**src/rtl/player_executor.sv**
```systemverilog
// player_executor: decodes player instructions; tracks HP, arena position and damage immunity; reports death.
// Ports: clk/reset (sync, active-high); playerInstruction {op,arg,4'b0}; isMove qualifies MOV;
// startDmg qualifies HPY/DPY/SHP; playerX/playerY top-left sprite position; playerHP current HP;
// isDeath high in DEAD; dmgDone 1-cycle pulse per applied HPY/DPY; invuln high during immunity.
module player_executor #(
  parameter int MAX_HP        = 100,
  parameter int ARENA_X0      = 220,
  parameter int ARENA_X1      = 420,
  parameter int ARENA_Y0      = 240,
  parameter int ARENA_Y1      = 400,
  parameter int PLAYER_SIZE   = 16,
  parameter int MOVE_DIV      = 250000,
  parameter int INVULN_CYCLES = 50000000
) (
  input  logic        clk,
  input  logic        reset,
  input  logic [15:0] playerInstruction,
  input  logic        isMove,
  input  logic        startDmg,
  output logic [9:0]  playerX,
  output logic [9:0]  playerY,
  output logic [7:0]  playerHP,
  output logic        isDeath,
  output logic        dmgDone,
  output logic        invuln
);
  localparam int IW = $clog2(INVULN_CYCLES + 1);
  localparam int MW = $clog2(MOVE_DIV + 1);
  localparam logic [9:0]  XC  = 10'((ARENA_X0 + ARENA_X1 - PLAYER_SIZE) / 2);
  localparam logic [9:0]  YC  = 10'((ARENA_Y0 + ARENA_Y1 - PLAYER_SIZE) / 2);
  localparam logic [10:0] XLO = 11'(ARENA_X0);
  localparam logic [10:0] XHI = 11'(ARENA_X1 - PLAYER_SIZE);
  localparam logic [10:0] YLO = 11'(ARENA_Y0);
  localparam logic [10:0] YHI = 11'(ARENA_Y1 - PLAYER_SIZE);
  localparam logic [7:0]  HPM = 8'(MAX_HP);
  typedef enum logic [1:0] {ALIVE, INVULN, DEAD} state_t;
  state_t        state_q, state_d;
  logic [7:0]    hp_q, hp_d;
  logic [9:0]    x_q, x_d, y_q, y_d;
  logic [3:0]    step_q, step_d;
  logic [IW-1:0] icnt_q, icnt_d;
  logic [MW-1:0] mcnt_q, mcnt_d;
  logic          dmg_q;
  logic [3:0]    op;
  logic [7:0]    arg;
  logic [8:0]    hp_sum;
  logic [10:0]   xl, xr, yu, yd;
  logic          acc_dmg, shp, idg, mov, step_now;
  logic          unused_low;
  assign op         = playerInstruction[15:12];
  assign arg        = playerInstruction[11:4];
  assign unused_low = ^playerInstruction[3:0];
  assign hp_sum     = {1'b0, hp_q} + {1'b0, arg};
  assign acc_dmg    = startDmg && state_q == ALIVE && (op == 4'd1 || op == 4'd2);
  assign shp        = startDmg && op == 4'd6;
  assign idg        = op == 4'd3 && state_q != DEAD;
  assign mov        = isMove && op == 4'd5 && state_q != DEAD;
  assign step_now   = mov && mcnt_q == MW'(MOVE_DIV - 1);
  // Clamped candidates for each direction; 11 bits so X+step/Y+step cannot overflow before the clamp.
  assign xl = ({1'b0, x_q} - {7'd0, step_q}) < XLO ? XLO : {1'b0, x_q} - {7'd0, step_q};
  assign xr = ({1'b0, x_q} + {7'd0, step_q}) > XHI ? XHI : {1'b0, x_q} + {7'd0, step_q};
  assign yu = ({1'b0, y_q} - {7'd0, step_q}) < YLO ? YLO : {1'b0, y_q} - {7'd0, step_q};
  assign yd = ({1'b0, y_q} + {7'd0, step_q}) > YHI ? YHI : {1'b0, y_q} + {7'd0, step_q};
  always_ff @(posedge clk) begin
    if (reset) begin
      state_q <= ALIVE;
      hp_q    <= HPM;
      x_q     <= XC;
      y_q     <= YC;
      step_q  <= 4'd1;
      icnt_q  <= '0;
      mcnt_q  <= '0;
      dmg_q   <= 1'b0;
    end else begin
      state_q <= state_d;
      hp_q    <= hp_d;
      x_q     <= x_d;
      y_q     <= y_d;
      step_q  <= step_d;
      icnt_q  <= icnt_d;
      mcnt_q  <= mcnt_d;
      dmg_q   <= acc_dmg;
    end
  end
  // Next state: SHP overrides everything, then an accepted hit/heal, then the immunity countdown.
  always_comb begin
    state_d = state_q;
    icnt_d  = icnt_q;
    if (shp) begin
      state_d = arg != 8'd0 ? ALIVE : DEAD;
      icnt_d  = '0;
    end else if (acc_dmg) begin
      state_d = hp_d == 8'd0 ? DEAD : INVULN;
      icnt_d  = IW'(INVULN_CYCLES - 1);
    end else if (state_q == INVULN) begin
      state_d = icnt_q == '0 ? ALIVE : INVULN;
      icnt_d  = icnt_q == '0 ? '0 : icnt_q - 1'b1;
    end
  end
  always_comb begin
    hp_d   = shp ? (arg > HPM ? HPM : arg) :
             !acc_dmg ? hp_q :
             op == 4'd1 ? (hp_sum > {1'b0, HPM} ? HPM : hp_sum[7:0]) :
             (hp_q > arg ? hp_q - arg : 8'd0);
    mcnt_d = mov && !step_now ? mcnt_q + 1'b1 : '0;
    x_d    = idg ? XC : !step_now ? x_q : arg[1:0] == 2'd1 ? xl[9:0] : arg[1:0] == 2'd3 ? xr[9:0] : x_q;
    y_d    = idg ? YC : !step_now ? y_q : arg[1:0] == 2'd0 ? yu[9:0] : arg[1:0] == 2'd2 ? yd[9:0] : y_q;
    step_d = op != 4'd4 ? step_q : arg[3:0] == 4'd0 ? 4'd1 : arg[3:0];
  end
  always_comb begin
    playerX  = x_q;
    playerY  = y_q;
    playerHP = hp_q;
    isDeath  = state_q == DEAD;
    invuln   = state_q == INVULN;
    dmgDone  = dmg_q;
  end
endmodule

```
**config.mk**
```make
export PLATFORM = sky130hd
export DESIGN_NAME = player_executor
export DESIGN_NICKNAME = d
export VERILOG_FILES = /design/src/rtl/player_executor.sv
export SDC_FILE = /design/constraint.sdc
export NUM_CORES = 1
export LEC_CHECK = 0
export CAP_MARGIN = 40
export CELL_PAD_IN_SITES_DETAIL_PLACEMENT = 1
export CELL_PAD_IN_SITES_GLOBAL_PLACEMENT = 1
export CORE_ASPECT_RATIO = 1.4
export CORE_UTILIZATION = 41
export CTS_BUF_LIST = sky130_fd_sc_hd__clkbuf_2
export DETAILED_ROUTE_END_ITERATION = 8
export HOLD_SLACK_MARGIN = 0.08
export PLACE_DENSITY_LB_ADDON = 0.1
export SYNTH_ARGS = -nofsm -noshare
export SYNTH_HDL_FRONTEND = slang
export SYNTH_SLANG_ARGS = --single-unit
export TNS_END_PERCENT = 100
```
**constraint.sdc**
```tcl
create_clock -name clk -period 2.82 [get_ports clk]
set_input_delay 0.564 -clock clk [delete_from_list [all_inputs] [get_ports clk]]
set_output_delay 0.564 -clock clk [all_outputs]
set_load 0.02 [all_outputs]
```
# Word-level counts from Yosys, hierarchy flattened
# Cells that the tools add are included.
op_classes:
  add_sub_neg: 8
  magnitude_cmp: 7
  eq_ne: 13
  n_mux: 24
  bitwise: 1
  n_reduce_logical: 26
ops:
  columns: ["op", "n"]
  rows:
  - ["$mux W10", 8]
  - ["$mux W26", 3]
  - ["$mux W8", 6]
  - ["$logic_not A26 Y1", 1]
  - ["$sub A26 B1 Y26 const B", 1]
  - ["$add A10 B4 Y11", 2]
  - ["$gt A11 B9 Y1 const B", 2]
  - ["$lt A11 B8 Y1 const B", 2]
  - ["$sub A10 B4 Y11", 2]
  - ["$add A18 B1 Y18 const B", 1]
  - ["$eq A18 B18 Y1 const B", 1]
  - ["$mux W2", 5]
  - ["$add A8 B8 Y9", 1]
  - ["$gt A9 B7 Y1 const B", 1]
  - ["$eq A4 B2 Y1 const B", 2]
  - ["$eq A4 B3 Y1 const B", 2]
  - ["$gt A8 B7 Y1 const B", 1]
  - ["$gt A8 B8 Y1", 1]
  - ["$logic_and A1 B1 Y1", 8]
  - ["$logic_not A8 Y1", 1]
  - ["$reduce_bool A8 Y1", 1]
  - ["$sub A8 B8 Y8", 1]
  - ["$eq A2 B2 Y1 const B", 3]
  - ["$reduce_bool A2 Y1", 3]
  - ["other kinds (15)", 20]
word_totals:
  register_bits: 79
  output_inout_bits: 31
  wordCells: 88

# Longest topological paths before layout
# Gate-level depths: netlist (run 1).
logic_depth:
  word_depth: 10
  mapped_depth: 12

# Worst setup path after synthesis (run 1)
# Ideal clock, no wire load.
synth_path:
  path_type: "in2reg"
  from: "in playerInstruction[8]"
  to: "reg state_q[0]"
  setup_ns: 0.070
  t_arrival_ns: 2.942
  required_ns: 2.750
  setup_slack_ns: -0.193
  path_stages: 11
  path_cell_list: "inv_1 > ha_1 > buf_2 > or3_1 > a2111o_1 > nand3_1 > mux2_2 > a211oi_1 > o21ai_0 > and4b_1 > a21oi_1"
synth_via:
  elab_chain_cells: 10
  word_cells_on_any_way: 15
  classes_between: "add/sub (2); order compare (3); mux (9); reduce/logical (1)"
synth_lines:
  columns: ["element", "line_no", "source"]
  rows:
  - ["start, declared", "17", "input logic [15:0] playerInstruction,"]
  - ["$add A8 B8 Y9", "53", "assign hp_sum = {1'b0, hp_q} + {1'b0, arg};"]
  - ["$gt A9 B7 Y1", "103", "op == 4'd1 ? (hp_sum > {1'b0, HPM} ? HPM : hp_sum[7:0]) :"]
  - ["$mux W8 (2 in a row)", "103", null]
  - ["$mux W8", "102", "!acc_dmg ? hp_q :"]
  - ["$mux W8 *", "101", "hp_d = shp ? (arg > HPM ? HPM : arg) :"]
  - ["$logic_not A8 Y1 *", "93", "state_d = hp_d == 8'd0 ? DEAD : INVULN;"]
  - ["$mux W2 *", "93", null]
  - ["$mux W2 *", "92", "end else if (acc_dmg) begin"]
  - ["$mux W2 *", "89", "if (shp) begin"]
  - ["end signal, assigned", "75", "state_q <= state_d;"]
  - ["end, declared", "37", "state_t state_q, state_d;"]
# Every way passes the cells marked *; elsewhere a longest branch is shown, timed or not.
# A chain may end at the register's enable or synchronous reset.

# Worst setup path in the final report (run 1)
layout_path:
  from: "reg step_q[0]"
  to: "reg x_q[1] (netlist: playerX[1])"
layout_via:
  elab_chain_cells: 5
  word_cells_on_any_way: 8
  classes_between: "add/sub (2); order compare (2); mux (4)"
layout_lines:
  columns: ["element", "line_no", "source"]
  rows:
  - ["start, declared", "40", "logic [3:0] step_q, step_d;"]
  - ["start signal, assigned", "79", "step_q <= step_d;"]
  - ["$add A10 B4 Y11", "61", "assign xr = ({1'b0, x_q} + {7'd0, step_q}) > XHI ? XHI : {1'b0, x_q} + {7'd0, step_q};"]
  - ["$gt A11 B9 Y1", "61", null]
  - ["$mux W10", "61", null]
  - ["$mux W10", "106", "x_d = idg ? XC : !step_now ? x_q : arg[1:0] == 2'd1 ? xl[9:0] : arg[1:0] == 2'd3 ? xr[9:0] : x_q;"]
  - ["$mux W10 *", "106", null]
  - ["end signal, assigned", "68", "x_q <= XC;"]
  - ["end signal, assigned", "77", "x_q <= x_d;"]
  - ["end, declared", "39", "logic [9:0] x_q, x_d, y_q, y_d;"]
# Every way passes the cells marked *; elsewhere a longest branch is shown, timed or not. The select of a mux whose other input is x is not followed.

==> results of run 1 <==
## state kept, by name, indices dropped and copies added, names as in the netlist
signal and cells:
playerX 10, dmgDone 1, playerHP 8, mcnt_q 18
state_q 2, step_q 4, icnt_q 26, playerY 10
## per-stage QoR
step / setup TNS (ns) / hold slack [ns] / utilization, % / instance area, µm² / instances
3_5_place_dp: -6.62 / 0.434 / 54.0 / 8160 / 1206
4_1_cts: -0.248 / 0.466 / 56.7 / 8570 / 1226
5_1_grt: -2.09 / 0.459 / 58.4 / 8830 / 1236
6_report: -0.524 / 0.468 / 58.4 / 8830 / 1236
2_1_floorplan: -0.00396 / 0.413 / - / 6420 / 847
3_3_place_gp: -4.60 / 0.425 / 54.0 / 8160 / 1206
## layout make-up
cell class	instances	area [µm²]
Antenna cell	1	2.50
Clock buffer	9	45.0
Clock inverter	7	80.1
Fill cell	1880	6290
Inverter	35	134
Multi-Input combinational cell	692	4920
Sequential cell	79	1600
Tap cell	192	240
Timing Repair Buffer	221	1810
## worst reg2reg max path, stage by stage, from the launching register on
cell and delay [ns]:
dfxtp_2 0.40, ha_4 0.17, fa_1 0.49, nand2b_4 0.17
o2bb2ai_2 0.11, a221o_1 0.42, a2111oi_4 0.30, o31ai_4 0.11
o211a_4 0.20, a2111o_1 0.38, a21oi_1 0.14
## logic make-up (layout without fill, tap and decap cells)
group | after synthesis | after routing | synth area share [%]
AOI/OAI and AO/OA | 221 | 222 | 23.6
buffers and inverters | 77 | 272 | 4.98
and+or+nand+nor | 373 | 373 | 30.1
other | 0 | 1 | 0
xor gates and xnor gates | 53 | 53 | 7.39
DFF | 79 | 79 | 24.8
adders and majority gates | 40 | 40 | 8.55
muxes | 4 | 4 | 0.647
## how the worst max path moves through the flow
stage	depth (start not counted)	slack, ns	to	startpoint
detailed placement	12	-0.71	state_q[1]$_SDFFE_PP0P_	playerInstruction[4]
finish	10	-0.11	playerX[1]$_SDFFE_PP0P_	step_q[0]$_SDFFE_PP1N_
CTS	10	-0.06	playerX[1]$_SDFFE_PP0P_	step_q[0]$_SDFFE_PP1N_
global route	10	-0.21	playerX[0]$_SDFFE_PP0P_	step_q[0]$_SDFFE_PP1N_
global placement	12	-0.56	state_q[1]$_SDFFE_PP0P_	playerInstruction[4]
floorplan	11	-0.004	state_q[0]$_SDFFE_PP0P_	playerInstruction[8]
## synth_stat cells (7+ instances only)
cell type and count:
ha_1 34, dfxtp_1 79, nand4_1 12, or3_1 10, nand2_1 62, nand2b_1 17
nor2b_1 19, nor4_1 17, nor3_1 32, inv_1 34, a21o_1 8, o22ai_1 7
nor2_1 107, a21oi_1 63, xor2_1 26, clkbuf_1 34, o21ai_0 34, and2_1 9
o211ai_1 10, a211oi_1 12, and3_1 12, nand3_1 33, a31oi_1 11, xnor2_1 26
o31ai_1 8
## repair_timing
item                       4_1_cts  5_1_grt
gates resized for setup         54       45
pin swaps                       23       18
setup endpoints to repair       17       20
setup buffers                    4        9
gates cloned                     1        0
## where the power goes
part | leakage, nW | switching (mW) | internal [mW]
clock | 0.0764 | 0.458 | 0.219
combinational | 2.79 | 0.452 | 0.386
sequential | 0.642 | 0.0374 | 1.15
## cell usage in the layout, fill, tap and decap left out, types with 7 or more instances in the layout
master and n:
a21o_1 8, a21oi_1 57, a31oi_1 11, and2_1 7
and3_1 12, buf_4 167, buf_6 8, clkbuf_2 9
clkdlybuf4s50_1 44, dfxtp_1 70, dfxtp_2 8, ha_1 25
inv_1 29, nand2_1 62, nand2b_1 15, nand3_1 32
nand4_1 12, nor2_1 105, nor2b_1 18, nor3_1 30
nor4_1 15, o211ai_1 10, o21ai_0 31, or3_1 10
xnor2_1 25, xor2_1 26
## routing by layer
metal	wire length, µm	share of wire (%)	track usage, %
met1	9830	41	33.5
met2	13000	54	57.9
met3	708	2.9	3.31
met4	644	2.7	10.6
met5	0	0	0
==> run_results.csv, run 1 <==
group,metric,value,unit
placement,place_ws,-0.707,ns
cts,cts-root-buf,"clkbuf_2",
worst_setup_path,r2r_slack,-0.11,ns
die,dieArea,16100,µm²
cts,clk_transition_reported_paths,0.24,ns
logic_synthesis,synth.area.top_cells,"dfxtp_1 25%, ha_1 6.7%, nor2_1 6.3%, a21oi_1 4.9%, nand2_1 3.6%",
drt,drtAntennaViolNets,0,
die,initial_core_util,42.2,%
placement,gp_congestion,0.922,
worst_setup_path,crit_path_start_kind,"flip-flop",
drt,wl_per_cell,19.6,µm
worst_setup_path,crit_slowest_cell,"fa_1",
timing,drv_slew,0,
worst_setup_path,worstSetupPathType,"reg -> reg",
power_and_ir_drop,ir_drop,0.377,mV
grt,grt_max_degree,21,
min_path,min-delay-start,"mcnt_q[0]$_SDFF_PP0_",
worst_setup_path,critical_path.top_delay_family,"compound AO/OA/AOI/OAI gates",
grt,grtUsageTotal,30.1,%
grt,grt_pass1_wl,38.5,mm
timing,period_share,104,%
worst_setup_path,crit_chain,"ha_4, fa_1, nand2b_4, o2bb2ai_2, a221o_1, a2111oi_4, o31ai_4, o211a_4, a2111o_1, a21oi_1",
cts,cts_made_buffers,9,
timing,slew_headroom,60.2,%
worst_setup_path,reg2reg_from,"step_q[0]$_SDFFE_PP1N_",
layout,areaGrowthSynthToFinish,38.3,%
worst_setup_path,critPathBufInv,0,
grt,grt_pass1_vias,7779,
power_and_ir_drop,leakage,3.51,nW
drt,vias_per_cell,5.90,
die,chipWidth,107,µm
drt,drt_iter0_markers,359,
placement,port_buffers,46,
power_and_ir_drop,p_total,2.70,mW
logic_synthesis,ys_seq_area_share,24.8,%
logic_synthesis,syn_nets,907,
drt,first_pass_iters,4,
min_path,hold_path_end,"mcnt_q[0]$_SDFF_PP0_",
timing,skew,0.0420,ns
logic_synthesis,synth_area_leader_cell,"dfxtp_1",
min_path,hold_class,"reg -> reg",
worst_setup_path,required,3.30,ns
drt,drc,0,
logic_synthesis,ys_ff_latch,79,
die,ioPinCount,51,
logic_synthesis,syn_inst,847,
die,rows,53,
timing,setup_viol,10,
layout,drive_gt1_share,27.3,%
logic_synthesis,synthesis.area,6380,µm²
drt,wl,24.2,mm
timing,hold_viol_final,0,
cts,cts_buffer_depth,2,
worst_setup_path,worstPathArrival,3.41,ns
grt,overflow,0,
cts,tritoncts,"yes",
die,coreArea,15100,µm²
timing,postLayoutSetupSlackWorst,-0.113,ns
worst_setup_path,r2r_end,"playerX[1]$_SDFFE_PP0P_",
logic_synthesis,synth.distinct_cells,79,
drt,vias,7287,
layout,final_nets,1098,
logic_synthesis,yosys_warnings,0,
timing,worst_pin_slew,0.596,ns
cts,cts_sinks,79,
flow_run,max_cap_violations,0,
logic_synthesis,async_flop_share,0,%
worst_setup_path,ff2ff_path_depth,10,
cts,cts-hold-fix-buffers,0,
run_status,outcome,"finished, violations left",
logic_synthesis,avgSynthCellArea,7.54,µm²
timing,fmax,0.341,GHz
run_status,violations,"negative setup slack",
die,dieHeight,150,µm
worst_setup_path,cp_max_fo,5,
logic_synthesis,synth_flop_cell,"dfxtp_1",
cts,clock_latency,0.57,ns
cts,htree_num_levels,3,
grt,antenna_found_initial,1,
min_path,whs_path_depth,1,
timing,rsz0062_at_grt,"true",
placement,dp_hpwl,18.2,mm
worst_setup_path,worst_path_largest_cell_delay,0.49,ns
worst_setup_path,end_kind,"flip-flop",
logic_synthesis,synth_edf_count,0,
power_and_ir_drop,p_per_area,306,nW/µm²
timing,min_period,2.93,ns
logic_synthesis,synth_top_area_share,24.8,%
Note: power is estimated with default switching activity, not from simulation.
==> run 2, diff against run 1 <==
--- a/config.mk
+++ b/config.mk
@@ -14,6 +14,7 @@
 export DETAILED_ROUTE_END_ITERATION = 8
 export HOLD_SLACK_MARGIN = 0.08
 export PLACE_DENSITY_LB_ADDON = 0.1
+export SLEW_MARGIN = 20
 export SYNTH_ARGS = -nofsm -noshare
 export SYNTH_HDL_FRONTEND = slang
 export SYNTH_SLANG_ARGS = --single-unit
==> constraint.sdc (replaced) <==
create_clock -name clk -period 2.82 [get_ports clk]
set_input_delay 0.282 -clock clk [delete_from_list [all_inputs] [get_ports clk]]
set_output_delay 0.282 -clock clk [all_outputs]
set_load 0.02 [all_outputs]
==> run 2 against run 1 <==
Against the previous run: combinational power is 5.3% lower; total power is 2.2% lower; hold slack hardly changed; maximum frequency is 4.0% lower; die area stayed put; largest power group unchanged; the flow still finishes with violations (negative setup slack); highest routed layer unchanged; worst setup slack worse by 0.12 ns; routed wire length is 3.9% higher.
==> run_results.csv, run 2 (synthesis gave the netlist of run 1 again) <==
group,metric,value,unit
run_status,outcome,"finished, violations left",
run_status,violations,"negative setup slack",
power_and_ir_drop,switching_share,35.2,%
drt,vias_per_cell,6.02,
layout,final_core_util,57.6,%
worst_setup_path,crit_path_start_kind,"flip-flop",
timing,hold_slack,0.467,ns
flow_run,max_cap_violations,0,
die,initial_core_util,42.2,%
drt,wl,25.2,mm
cts,clock_latency,0.54,ns
die,coreArea,15100,µm²
placement,dp_hpwl,18.0,mm
power_and_ir_drop,switching_power,0.931,mW
die,chipWidth,107,µm
placement,port_buffers,46,
worst_setup_path,cp_max_fo,4,
cts,cts-root-buf,"clkbuf_2",
worst_setup_path,worstSetupPathType,"reg -> reg",
drt,drt_iter0_markers,380,
timing,drv_slew,0,
power_and_ir_drop,ir_drop,0.244,mV
timing,worst_pin_slew,0.683,ns
die,dieHeight,150,µm
cts,tritoncts,"yes",
cts,cts_buffer_depth,2,
drt,vias,7333,
cts,cts_sinks,79,
timing,hold_viol_final,0,
layout,drive_gt1_share,26.9,%
drt,wl_met3,853,µm
drt,drtAntennaViolNets,0,
grt,overflow,0,
die,dieArea,16100,µm²
drt,wirelength_met1,10.0,mm
grt,grt_pass1_wl,37.4,mm
worst_setup_path,critPathMostFrequentCell,"buf_4",
layout,final_common_cell,"buf_4",
timing,rsz0062_at_grt,"true",
layout,final_nets,1080,
timing,slew_headroom,54.4,%
power_and_ir_drop,leakage,3.42,nW
grt,grt_pass1_vias,7589,
placement,placed_cell_area,7990,µm²
placement,gp_congestion,0.931,
worst_setup_path,crit_slowest_cell,"dfxtp_2",
layout,mostFrequentLayoutCells,"153 x buf_4, 105 x nor2_1, 67 x dfxtp_1",
timing,min_period,3.05,ns
cts,clk_transition_reported_paths,0.24,ns
worst_setup_path,required,3.25,ns
power_and_ir_drop,power.share.clock,25.1,%
cts,htree_num_levels,3,
worst_setup_path,worstPathArrival,3.48,ns
grt,antenna_found_initial,1,
grt,grt_max_degree,21,
layout,largest_reg_flops,26,
worst_setup_path,critical_path.top_delay_family,"compound AO/OA/AOI/OAI gates",
layout,top_regs,"icnt_q: 26 flops, mcnt_q: 18 flops",
drt,dr_wl_met2,13.3,mm
timing,fmax,0.327,GHz
drt,first_pass_iters,5,
timing,postLayoutSetupSlackWorst,-0.234,ns
timing,skew,0.0393,ns
power_and_ir_drop,p_seq_share,44.9,%
worst_setup_path,worst_path_largest_cell_delay,0.41,ns
worst_setup_path,critPathBufInv,4,
power_and_ir_drop,p_int,1.71,mW
drt,drc,0,
layout,regMostFlops,"icnt_q",
die,rows,53,
power_and_ir_drop,p_per_area,304,nW/µm²
cts,cts_made_buffers,9,
min_path,hold_class,"reg -> reg",
layout,areaGrowthSynthToFinish,36.5,%
power_and_ir_drop,power_frac_comb,30.0,%
worst_setup_path,end_kind,"flip-flop",
drt,highest_layer,"met4",
layout,stdcell_area,8710,µm²
timing,setup_viol,10,
grt,grtUsageTotal,29.3,%
worst_setup_path,crit_chain,"inv_2, buf_4, ha_1, nand2b_1, a211oi_4, buf_4, nor4_4, a2111oi_4, o22ai_2, buf_6, a221oi_1, o21ai_1",
die,ioPinCount,51,
timing,period_share,108,%
drt,wl_per_cell,20.7,µm
## run 2: routing by layer
layer  track usage (%)  vias to the layer above
li1                  -                     3442
met4              11.9                        0
met1              32.9                     3591
met5                 0                        -
met2              55.4                      214
met3              3.14                       86
## run 2: cell type report
cell class | instances | area [µm²]
flip-flops and latches | 79 | 1600
clock buffers | 10 | 50.0
clock inverters | 6 | 70.1
inverters | 35 | 131
well taps | 192 | 240
fillers | 1864 | 6410
repair buffers | 204 | 1670
multi-input cells | 691 | 4950
diodes | 1 | 2.50
## run 2: worst paths after layout
check	from	end	slack [ns]	cells after the start
min	mcnt_q[0]$_SDFF_PP0_	mcnt_q[0]$_SDFF_PP0_	0.47	1
min reg2reg	mcnt_q[0]$_SDFF_PP0_	mcnt_q[0]$_SDFF_PP0_	0.47	1
max	step_q[1]$_SDFFE_PP0N_	playerX[5]$_SDFFE_PP1P_	-0.23	12
max reg2reg	step_q[1]$_SDFFE_PP0N_	playerX[5]$_SDFFE_PP1P_	-0.23	12
## run 2: metrics by stage
stage | power, mW | worst slack (ns) | TNS (ns) | cells
global route | 2.78 | -0.300 | -2.47 | 1218
global placement | 1.88 | -0.366 | -2.59 | 1186
detailed placement | 1.92 | -0.508 | -4.61 | 1186
finish | 2.64 | -0.234 | -1.05 | 1218
CTS | 2.61 | -0.0387 | -0.103 | 1208
floorplan | 1.61 | 0.0167 | 0 | 847
## run 2: power by group through the flow
stage                     logic, mW  registers [mW]  clock network, mW
final                         0.794            1.19              0.663
after global routing          0.854            1.19              0.730
after CTS                     0.734            1.19              0.686
after detailed placement      0.707            1.21                  0
after global placement        0.674            1.21                  0
after floorplan               0.404            1.20                  0
## run 2: what timing repair did
item	in CTS	in global routing
pin swaps	26	33
gates resized for setup	46	61
endpoints found under the setup margin	18	27
setup buffers	6	9
hold buffers	0	0
cloned	0	0
